<file path="src/rtl/mem_access_unit.sv">
// ============================================================================
// mem_access_unit : MEM-stage load/store front end for a word-addressed DMEM
// Rev 1.0
// ============================================================================
`default_nettype none

module mem_access_unit #(
  parameter int          DM_AW         = 12,
  parameter logic [31:0] DEFAULT_RDATA = 32'h0000_0000
) (
  input  logic            clk,
  input  logic            rst,
  input  logic            mem_rd,
  input  logic            mem_wr,
  input  logic [1:0]      size,
  input  logic            ld_unsigned,
  input  logic [31:0]     addr,
  input  logic [31:0]     wdata,
  input  logic [31:0]     dm_dout,
  output logic [DM_AW-3:0] dm_addr,
  output logic [31:0]     dm_din,
  output logic            dm_we,
  output logic [31:0]     rdata,
  output logic            stall,
  output logic            fault,
  output logic [15:0]     rmw_cnt
);

  localparam int WAW = DM_AW - 2;

  localparam logic [1:0] SZ_BYTE = 2'b00;
  localparam logic [1:0] SZ_HALF = 2'b01;
  localparam logic [1:0] SZ_WORD = 2'b10;
  localparam logic [1:0] SZ_ILL  = 2'b11;

  typedef enum logic [0:0] {
    IDLE  = 1'b0,
    MERGE = 1'b1
  } state_t;

  state_t         state;
  logic [31:0]    merge_q;
  logic [15:0]    wdata_q;
  logic [WAW-1:0] waddr_q;
  logic [1:0]     boff_q;
  logic           half_q;
  logic [15:0]    cnt_q;

  logic           w_req;
  logic           w_oor;
  logic           w_misalign;
  logic           w_bad;
  logic           w_idle;
  logic           w_ok_ld;
  logic           w_st_word;
  logic           w_st_sub;
  logic [7:0]     w_lane_b;
  logic [15:0]    w_lane_h;
  logic [31:0]    w_load_val;
  logic [31:0]    w_merged;

  assign w_req      = mem_rd | mem_wr;
  assign w_oor      = |addr[31:DM_AW];
  assign w_misalign = ((size == SZ_HALF) & addr[0]) |
                      ((size == SZ_WORD) & (|addr[1:0]));
  assign w_bad      = (mem_rd & mem_wr) |
                      (w_req & ((size == SZ_ILL) | w_misalign | w_oor));
  assign w_idle     = (state == IDLE);
  assign w_ok_ld    = w_idle & mem_rd & ~w_bad;
  assign w_st_word  = w_idle & mem_wr & ~w_bad & (size == SZ_WORD);
  assign w_st_sub   = w_idle & mem_wr & ~w_bad & (size != SZ_WORD);

  // Little-endian lane pick for loads
  assign w_lane_b = dm_dout[{addr[1:0], 3'b000} +: 8];
  assign w_lane_h = addr[1] ? dm_dout[31:16] : dm_dout[15:0];

  always_comb begin
    w_load_val = dm_dout;
    case (size)
      SZ_BYTE: w_load_val = {{24{~ld_unsigned & w_lane_b[7]}}, w_lane_b};
      SZ_HALF: w_load_val = {{16{~ld_unsigned & w_lane_h[15]}}, w_lane_h};
      default: w_load_val = dm_dout;
    endcase
  end

  // Splice the latched store data into the word captured on the first cycle
  always_comb begin
    w_merged = merge_q;
    if (half_q) begin
      w_merged[{boff_q[1], 4'b0000} +: 16] = wdata_q;
    end else begin
      w_merged[{boff_q, 3'b000} +: 8] = wdata_q[7:0];
    end
  end

  // Outputs are combinational; rst overrides them so an interrupted merge never writes
  always_comb begin
    dm_addr = '0;
    dm_din  = '0;
    dm_we   = 1'b0;
    rdata   = DEFAULT_RDATA;
    stall   = 1'b0;
    fault   = 1'b0;
    if (!rst) begin
      if (state == MERGE) begin
        dm_addr = waddr_q;
        dm_din  = w_merged;
        dm_we   = 1'b1;
      end else begin
        dm_addr = addr[DM_AW-1:2];
        dm_din  = wdata;
        dm_we   = w_st_word;
        stall   = w_st_sub;
        fault   = w_bad;
        if (w_ok_ld) begin
          rdata = w_load_val;
        end
      end
    end
  end

  always_ff @(posedge clk or posedge rst) begin
    if (rst) begin
      state   <= IDLE;
      merge_q <= '0;
      wdata_q <= '0;
      waddr_q <= '0;
      boff_q  <= '0;
      half_q  <= 1'b0;
      cnt_q   <= '0;
    end else begin
      case (state)
        IDLE: begin
          if (w_st_sub) begin
            merge_q <= dm_dout;
            wdata_q <= wdata[15:0];
            waddr_q <= addr[DM_AW-1:2];
            boff_q  <= addr[1:0];
            half_q  <= (size == SZ_HALF);
            state   <= MERGE;
          end
        end
        MERGE: begin
          cnt_q <= cnt_q + 16'd1;
          state <= IDLE;
        end
        default: state <= IDLE;
      endcase
    end
  end

  assign rmw_cnt = cnt_q;

endmodule

`default_nettype wire

</file>
<file path="config.mk">
export PLATFORM = sky130hd
export DESIGN_NAME = mem_access_unit
export DESIGN_NICKNAME = d
export VERILOG_FILES = /design/src/rtl/mem_access_unit.sv
export SDC_FILE = /design/constraint.sdc
export NUM_CORES = 1
export LEC_CHECK = 0
export CORE_ASPECT_RATIO = 0.9
export CORE_MARGIN = 1
export CORE_UTILIZATION = 40
export CTS_BUF_LIST = sky130_fd_sc_hd__clkbuf_8
export CTS_CLUSTER_DIAMETER = 50
export DETAILED_ROUTE_END_ITERATION = 10
export PLACE_DENSITY = 0.77
export SYNTH_ARGS = -nofsm -noshare
export SYNTH_HDL_FRONTEND = slang
export SYNTH_SLANG_ARGS = --single-unit
export TNS_END_PERCENT = 1
</file>
<file path="constraint.sdc">
create_clock -name clk -period 3.7 [get_ports clk]
set_input_delay 0.555 -clock clk [delete_from_list [all_inputs] [get_ports clk]]
set_output_delay 0.555 -clock clk [all_outputs]
set_load 0.005 [all_outputs]
</file>
# --- Word-level counts from Yosys, hierarchy flattened ---
# Cells that the tools add are included.
classes:
  reduce_logical: 4
  eq_ne: 4
  muxes: 20
  bitwise_logic: 20
  n_shift: 5
  addsub: 3
op_table:
  columns: ["cell", "count"]
  rows:
  - ["$mux 32", 6]
  - ["$bwmux 32", 2]
  - ["$pmux 32 s2", 1]
  - ["$shift 16x7->32 const A", 1]
  - ["$shift 8x7->32 const A", 1]
  - ["$shiftx 16x7->32", 1]
  - ["$shiftx 32x6->8", 1]
  - ["$shiftx 8x7->32", 1]
  - ["$mux 10", 2]
  - ["$reduce_or 20->1", 1]
  - ["$add 16x1->16 const B", 1]
  - ["$mux 16", 1]
  - ["$neg 5->7", 2]
  - ["$and 1x1->1", 12]
  - ["$mux 1", 7]
  - ["$or 1x1->1", 5]
  - ["$eq 2x2->1 const B", 2]
  - ["$not 1->1", 3]
  - ["$eq 2x1->1 const B", 1]
  - ["$logic_not 2->1", 1]
  - ["$ne 2x2->1 const B", 1]
  - ["$pmux 1 s2", 1]
  - ["$reduce_and 2->1", 1]
  - ["$reduce_or 2->1", 1]
totals:
  in_bits: 103
  reg_bits: 78

# --- Logic depth before layout (Yosys ltp) ---
# Gate-level depths: netlist (run 1).
depth:
  ltp_word: 12
  ltp_mapped: 7
  mapped_depth_nobuf: 6

# --- Worst setup path after synthesis (run 1) ---
# No wires, ideal clock.
synth_path:
  path_type: "input to output"
  from: "input rst"
  to: "output dm_we"
  required_ps: 3145
  path_buffers: 1
  t_arrival_ps: 2666
  slack_ps: 479
  cell_stages: 3
  path_cell_list: "clkbuf_1 inv_1 o21a_1"
synth_between:
  elab_chain_len: 1
synth_rtl:
  columns: ["element", "line_no", "source"]
  rows:
  - ["start: declaration", "12", "input logic rst,"]
  - ["$mux 1", "104", "if (!rst) begin"]
  - ["end: declaration", "22", "output logic dm_we,"]
# No other way between the ends.

# --- Worst setup path after layout (run 1) ---
layout_path:
  from: "register boff_q[0]"
  to: "output dm_din[1]"
layout_between:
  elab_chain_len: 6
layout_rtl:
  columns: ["element", "line_no", "source"]
  rows:
  - ["start: declaration", "45", "logic [1:0] boff_q;"]
  - ["start signal: assignment", "138", "boff_q <= addr[1:0];"]
  - ["$neg 5->7 (*)", "92", "w_merged[{boff_q, 3'b000} +: 8] = wdata_q[7:0];"]
  - ["$shiftx 8x7->32 or $shift 8x7->32 (tied branches)", "92", null]
  - ["$bwmux 32 (*)", "92", null]
  - ["$mux 32 (*)", "89", "if (half_q) begin"]
  - ["$mux 32 (*)", "105", "if (state == MERGE) begin"]
  - ["$mux 32 (*)", "104", null]
  - ["end: declaration", "21", "output logic [31:0] dm_din,"]
# Every way passes the cells marked *; elsewhere a longest branch is shown, timed or not.

==> key figures, run 1 <==
Clock network
  – CTS tree: yes
  – H-Tree Depth: 3
  – CTS buffer count: 9
  – Worst-path clk slew: 90 ps
  – CTS sink cnt: 78
  – CTS Buffer Depth: 2
  – CTS Hold Bufs: 0
  – Clock latency on the worst-skew pair: 350 ps
  – CTS root buffer: clkbuf_8

Cells and area
  – ANT cells: 0
  – Layout Utilization: 0.601
  – Ratio of cells with drive above 1 in the final layout: 0.125
  – Nets: 808
  – Fillers: 1,085
  – Area delta synth->final: 44.5%

Setup path
  – Flop-to-flop setup slack: 1750 ps
  – Setup crit start: boff_q[0]
  – Crit end category: output port
  – R2R Path End: rmw_cnt[15]
  – Startpoint Class: register
  – WS Path Type: reg -> out
  – Critical Path End: dm_din[1]
  – Critical Path AT: 3070 ps
  – Critical-path top delay cell: clkdlybuf4s50_1
  – Slowest stage delay, CP: 560 ps
  – Worst r2r src: state
  – CP delay by family, top: buffers and inverters
  – Worst Path Max Fanout: 6
  – CP required: 3140 ps
  – Critical path buffer and inverter count: 2
  – Critical path cell sequence: inv_1 -> ha_1 -> nor4bb_2 -> mux2_2 -> a22oi_1 -> a211oi_1 -> clkdlybuf4s50_1
  – Worst R2R Path Depth: 5
  – Cell depth of the worst setup path: 7

Power
  – Sequential share of power: 0.450
  – Logic pwr share: 0.174
  – VDD IR max: 0.000126 V
  – Psw: 468 uW
  – Leakage: 0.00352 uW
  – Part of the power in the clock network: 0.376
  – Switching share of power: 0.248
  – Pint: 1420 uW
  – PwrDens: 245 nW/um2

Routing
  – Antenna violation net count after detailed routing: 0
  – Wirelength, routed: 16,400 um
  – Wire per inst: 18.9 um
  – Via count: 4,980
  – DR vias/cell: 5.74
  – Initial DRC count: 327
  – DRC: 0
  – Drt first pass iters: 4

Placement
  – Final Wtd Congestion: 0.912
  – Number of buffers added on ports: 195
  – Dpl hpwl: 12,400 um

Yosys
  – Synth Net Count: 618
  – Asr flop ratio synth: 1.00
  – Syn Area/Cell: 10.5 um2
  – Synth Cell Area: 5340 um2
  – Synth Register Bits: 78
  – Ys flop type: dfrtp_1
  – Post-synth top cells: dfrtp_1 (78), mux2_1 (59), nor2_1 (47)
  – Number of flops mapped to enable cells by yosys: 0
  – Top-count cell post-synth: dfrtp_1
  – Yosys cell types: 47
  – Area contributors post-synth: dfrtp_1 (37%), mux2_1 (12%), mux2i_1 (7.1%)
  – Post-synth top area cell: dfrtp_1
  – Sequential area share after synthesis: 0.366
  – Synthesized instance count: 509
  – Share of Yosys cell area claimed by the top area cell type: 0.366
  – Yosys warns: 0

Timing
  – Max-slew headroom: 0.339
  – Final period utilization: 0.980
  – Fmax: 276 MHz
  – Slew @ Worst Pin: 992 ps
  – Setup_tns: 0 ps
  – Hold Violations, Final: 0
  – Setup violations, final: 0
  – Post-Route Skew: 8.88 ps
  – RSZ-0062 raised after global routing: true
  – Slew Viols, Final: 0
  – Fin crit period: 3630 ps

Global route
  – First-pass GRT wire length: 25,700 um
  – Largest net degree at the start of global routing: 79
  – Initial antenna violation count: 0
  – Total congestion overflow: 0
  – Tot GR Track Use: 0.239
  – Vias in the first global route: 4,943

Die
  – Die Y: 112 um
  – Core Area: 12,800 um2
  – Initial Util: 0.416
  – Die area: 13,800 um2
  – Die width: 124 um
  – Ports: 196
  – FP Rows: 39

Run status
  – Outcome: finished clean

Flow run
  – Max Cap Viol: 0

Worst hold path
  – Hold Crit Class: reg -> reg
-- kinds of logic after synthesis --
kind of cell    after synthesis  synth area share
simple gates                146             0.149
buf+inv                      51            0.0506
flops                        78             0.366
fa+ha+maj                     6            0.0141
compound gates              105             0.173
mux                         108             0.223
xor+xnor                     15            0.0246
-- power by group through the flow --
| stage | clock, uW | sequential (uW) | combinational (uW) |
|---|---|---|---|
| finish | 711 | 852 | 328 |
| global route | 765 | 852 | 350 |
| CTS | 727 | 852 | 329 |
| detailed placement | 0 | 869 | 327 |
| global placement | 0 | 869 | 325 |
| floorplan | 0 | 869 | 111 |
-- through the flow --
step / setup slack, ps / std cells / instance area [um2] / hold slack [ps] / total power, uW
final: 74.7 / 868 / 7720 / 483 / 1890
after CTS: 6.59 / 868 / 7710 / 492 / 1910
after global placement: 168 / 852 / 7480 / 461 / 1190
after detailed placement: 125 / 852 / 7480 / 475 / 1200
after global routing: -58.4 / 868 / 7720 / 506 / 1970
after floorplan: 479 / 509 / 5340 / 458 / 979
-- cell usage in the layout, fill, tap and decap left out, types with 7 or more instances in the layout --
| master | Yosys | layout |
|---|---|---|
| clkdlybuf4s50_1 | 0 | 195 |
| dfrtp_1 | 78 | 78 |
| mux2_1 | 59 | 59 |
| nor2_1 | 47 | 46 |
| nand2_1 | 41 | 41 |
| mux2i_1 | 38 | 38 |
| a221o_1 | 26 | 26 |
| a32o_1 | 26 | 26 |
| nor3_2 | 17 | 19 |
| buf_4 | 2 | 19 |
| a22oi_1 | 13 | 13 |
| xnor2_1 | 12 | 12 |
| a21oi_1 | 11 | 11 |
| inv_1 | 11 | 11 |
| mux2_2 | 9 | 9 |
| clkbuf_8 | 0 | 9 |
| nand3_1 | 8 | 8 |
| o22ai_1 | 7 | 7 |
| a211oi_1 | 7 | 7 |
-- sequential cells by signal, indices dropped and copies added, names as in the netlist --
signal	cells
merge_q	32
waddr_q	10
wdata_q	16
state	1
rmw_cnt	16
half_q	1
boff_q	2
-- cell type report --
type	count	area (um2)	share of cell area
well taps	164	205	0.0266
flip-flops and latches	78	1950	0.253
clock buffers	9	124	0.0160
repair buffers	217	2150	0.279
inverters	13	48.8	0.00632
clock inverters	7	97.6	0.0126
multi-input cells	380	3140	0.406
-- metal layers --
layer  up-vias  wire (um)  track usage
met2       255       7240        0.356
met5         -          0            0
li1       2313          -            -
met4         0        316       0.0787
met3        24       1370       0.0564
met1      2388       7500        0.339
-- timing repair --
item / 4_1_cts / 5_1_grt
setup buffers: 0 / 0
endpoints found under the setup margin: 8 / 14
resized for setup: 1 / 2
-- worst min path at each step --
| stage | cells past startpoint | to | slack [ps] | from |
|---|---|---|---|---|
| after global routing | 1 | rmw_cnt[15] | 510 | rmw_cnt[15] |
| after global placement | 1 | rmw_cnt[15] | 460 | rmw_cnt[15] |
| after CTS | 1 | rmw_cnt[15] | 490 | rmw_cnt[15] |
| final | 1 | rmw_cnt[15] | 480 | rmw_cnt[15] |
| after detailed placement | 1 | waddr_q[8] | 470 | waddr_q[8] |
| after floorplan | 1 | waddr_q[0] | 460 | waddr_q[0] |
(Power assumes the default switching activity.)
==> run 2, diff against run 1 <==
- SLEW_MARGIN: not set -> 0
- clock period: 3.7 -> 3.72 ns (I/O delays scaled with it)
==> run 2 against run 1 <==
Effect of this change: register-to-register slack better by 20 ps; sequential power down 0.6%; non-clock buffer count down 1; critical endpoint is now rdata[14]; hold slack better by 9.2 ps; die area unchanged; via count up 0.34%; cell count down 0.12%; combinational power about the same; clock power down 2.8%; clock skew about the same.
==> key figures, run 2 (synthesis results as in run 1) <==
Cells and area
  – Area occupied by multi-input gates: 3150 um2
  – Post-Layout Inst Area: 7720 um2
  – Nets: 807
  – Storage cell area: 1950 um2
  – Ratio of cells with drive above 1 in the final layout: 0.124
  – Fillers: 1,087
  – Layout Utilization: 0.601
  – Leading cell type in the layout, fill and taps excluded: clkdlybuf4s50_1
  – Largest register by flop count: merge_q
  – Area delta synth->final: 44.5%
  – Flip-flop count of the largest register after layout: 32
  – ANT cells: 0
  – Most frequent cells in the layout: clkdlybuf4s50_1 (195), dfrtp_1 (78), mux2_1 (59)

Worst hold path
  – Hold Crit Class: reg -> reg
  – WHS Endpoint: waddr_q[7]
  – Hold path start: waddr_q[7]
  – Hold path depth: 1

Routing
  – DR vias/cell: 5.76
  – Via count: 4,997
  – Antenna violation net count after detailed routing: 0
  – Wire per inst: 19.1 um
  – DRC: 0
  – Wirelength, routed: 16,600 um
  – Drt first pass iters: 4
  – Initial DRC count: 342

Timing
  – Setup violations, final: 0
  – Post-Route Skew: 8.80 ps
  – Hold Violations, Final: 0
  – RSZ-0062 raised after global routing: true
  – Slew Viols, Final: 0
  – Fmax: 278 MHz
  – Fin crit period: 3590 ps
  – Hold_ws: 492 ps
  – Slew @ Worst Pin: 978 ps
  – Max-slew headroom: 0.348
  – Final period utilization: 0.966

Clock network
  – Post_cts resized: 1
  – Post-CTS setup buffer count: 0
  – CTS buffer count: 9
  – CTS tree: yes
  – Worst-path clk slew: 80 ps
  – CTS root buffer: clkbuf_8
  – CTS Buffer Depth: 2
  – Clock latency on the worst-skew pair: 350 ps
  – CTS sink cnt: 78
  – H-Tree Depth: 3
  – CTS Hold Bufs: 0

Global route
  – Tot GR Track Use: 0.245
  – Vias in the first global route: 4,969
  – Largest net degree at the start of global routing: 79
  – First-pass GRT wire length: 26,300 um
  – Total congestion overflow: 0
  – Initial antenna violation count: 0

Power
  – Sequential share of power: 0.454
  – Psw: 458 uW
  – VDD IR max: 0.000146 V
  – PwrDens: 242 nW/um2
  – Total chip power: 1870 uW
  – Part of the power in the clock network: 0.371
  – Pint: 1410 uW
  – Switching share of power: 0.245
  – Logic pwr share: 0.175
  – Leakage: 0.00352 uW

Setup path
  – Worst Path Max Fanout: 32
  – Critical path buffer and inverter count: 3
  – Worst R2R Path Depth: 5
  – CP required: 3160 ps
  – Worst path most repeated cell: clkdlybuf4s50_1
  – Crit end category: output port
  – Critical path cell sequence: clkdlybuf4s50_1 -> nor4_2 -> o211ai_2 -> or4_4 -> buf_12 -> a311oi_1 -> clkdlybuf4s50_1
  – Critical-path top delay cell: clkdlybuf4s50_1
  – Worst r2r src: state
  – R2R Path End: rmw_cnt[15]
  – WS Path Type: in -> out
  – Flop-to-flop setup slack: 1770 ps
  – CP delay by family, top: buffers and inverters
  – Slowest stage delay, CP: 540 ps
  – Startpoint Class: input port
  – Critical Path AT: 3030 ps

Die
  – Die Y: 112 um
  – FP Rows: 39
  – Initial Util: 0.416
  – Ports: 196
  – Die width: 124 um
  – Core Area: 12,800 um2
  – Die area: 13,800 um2

Run status
  – Outcome: finished clean

Placement
  – Placed inst area: 7470 um2
  – Final Wtd Congestion: 0.918
  – Dpl hpwl: 12,500 um
  – Number of buffers added on ports: 195

Flow run
  – Max Cap Viol: 0
[run 2: layout make-up]
cell class	instances	share of cell area
Multi-Input combinational cell	380	0.408
Timing Repair Buffer	216	0.278
Sequential cell	78	0.253
Tap cell	164	0.0266
Clock buffer	9	0.0161
Clock inverter	7	0.0118
Inverter	13	0.00632
[run 2: per-layer routing]
layer,vias up,GRT usage,share of wire,wire (um)
met5,-,0,0,0
met4,0,0.0643,0.015,245
met3,18,0.0420,0.065,1070
met2,215,0.368,0.45,7450
met1,2439,0.359,0.47,7830
li1,2325,-,-,-
[run 2: through the flow]
stage / setup WS (ps) / TNS [ps] / std cells
global route: -72.1 / -190 / 867
floorplan: 493 / 0 / 509
detailed placement: 90.4 / 0 / 851
finish: 128 / 0 / 867
CTS: 59.9 / 0 / 867
global placement: 153 / 0 / 851
[run 2: power by group through the flow]
| stage | Clock [uW] | Sequential [uW] | Combinational (uW) |
|---|---|---|---|
| 2_1_floorplan | 0 | 864 | 110 |
| 3_3_place_gp | 0 | 864 | 323 |
| 3_5_place_dp | 0 | 864 | 325 |
| 4_1_cts | 705 | 847 | 327 |
| 5_1_grt | 752 | 847 | 350 |
| 6_report | 691 | 847 | 327 |
[run 2: worst max-delay path by stage]
stage / cells after the start / to / from / slack, ps
after global placement: 7 / rdata[14] / addr[29] / 150
after CTS: 7 / rdata[14] / addr[29] / 60
after global routing: 7 / dm_din[2] / boff_q[0] / -70
after detailed placement: 7 / rdata[14] / addr[29] / 90
after floorplan: 3 / dm_we / rst / 490
final: 7 / rdata[14] / addr[17] / 130
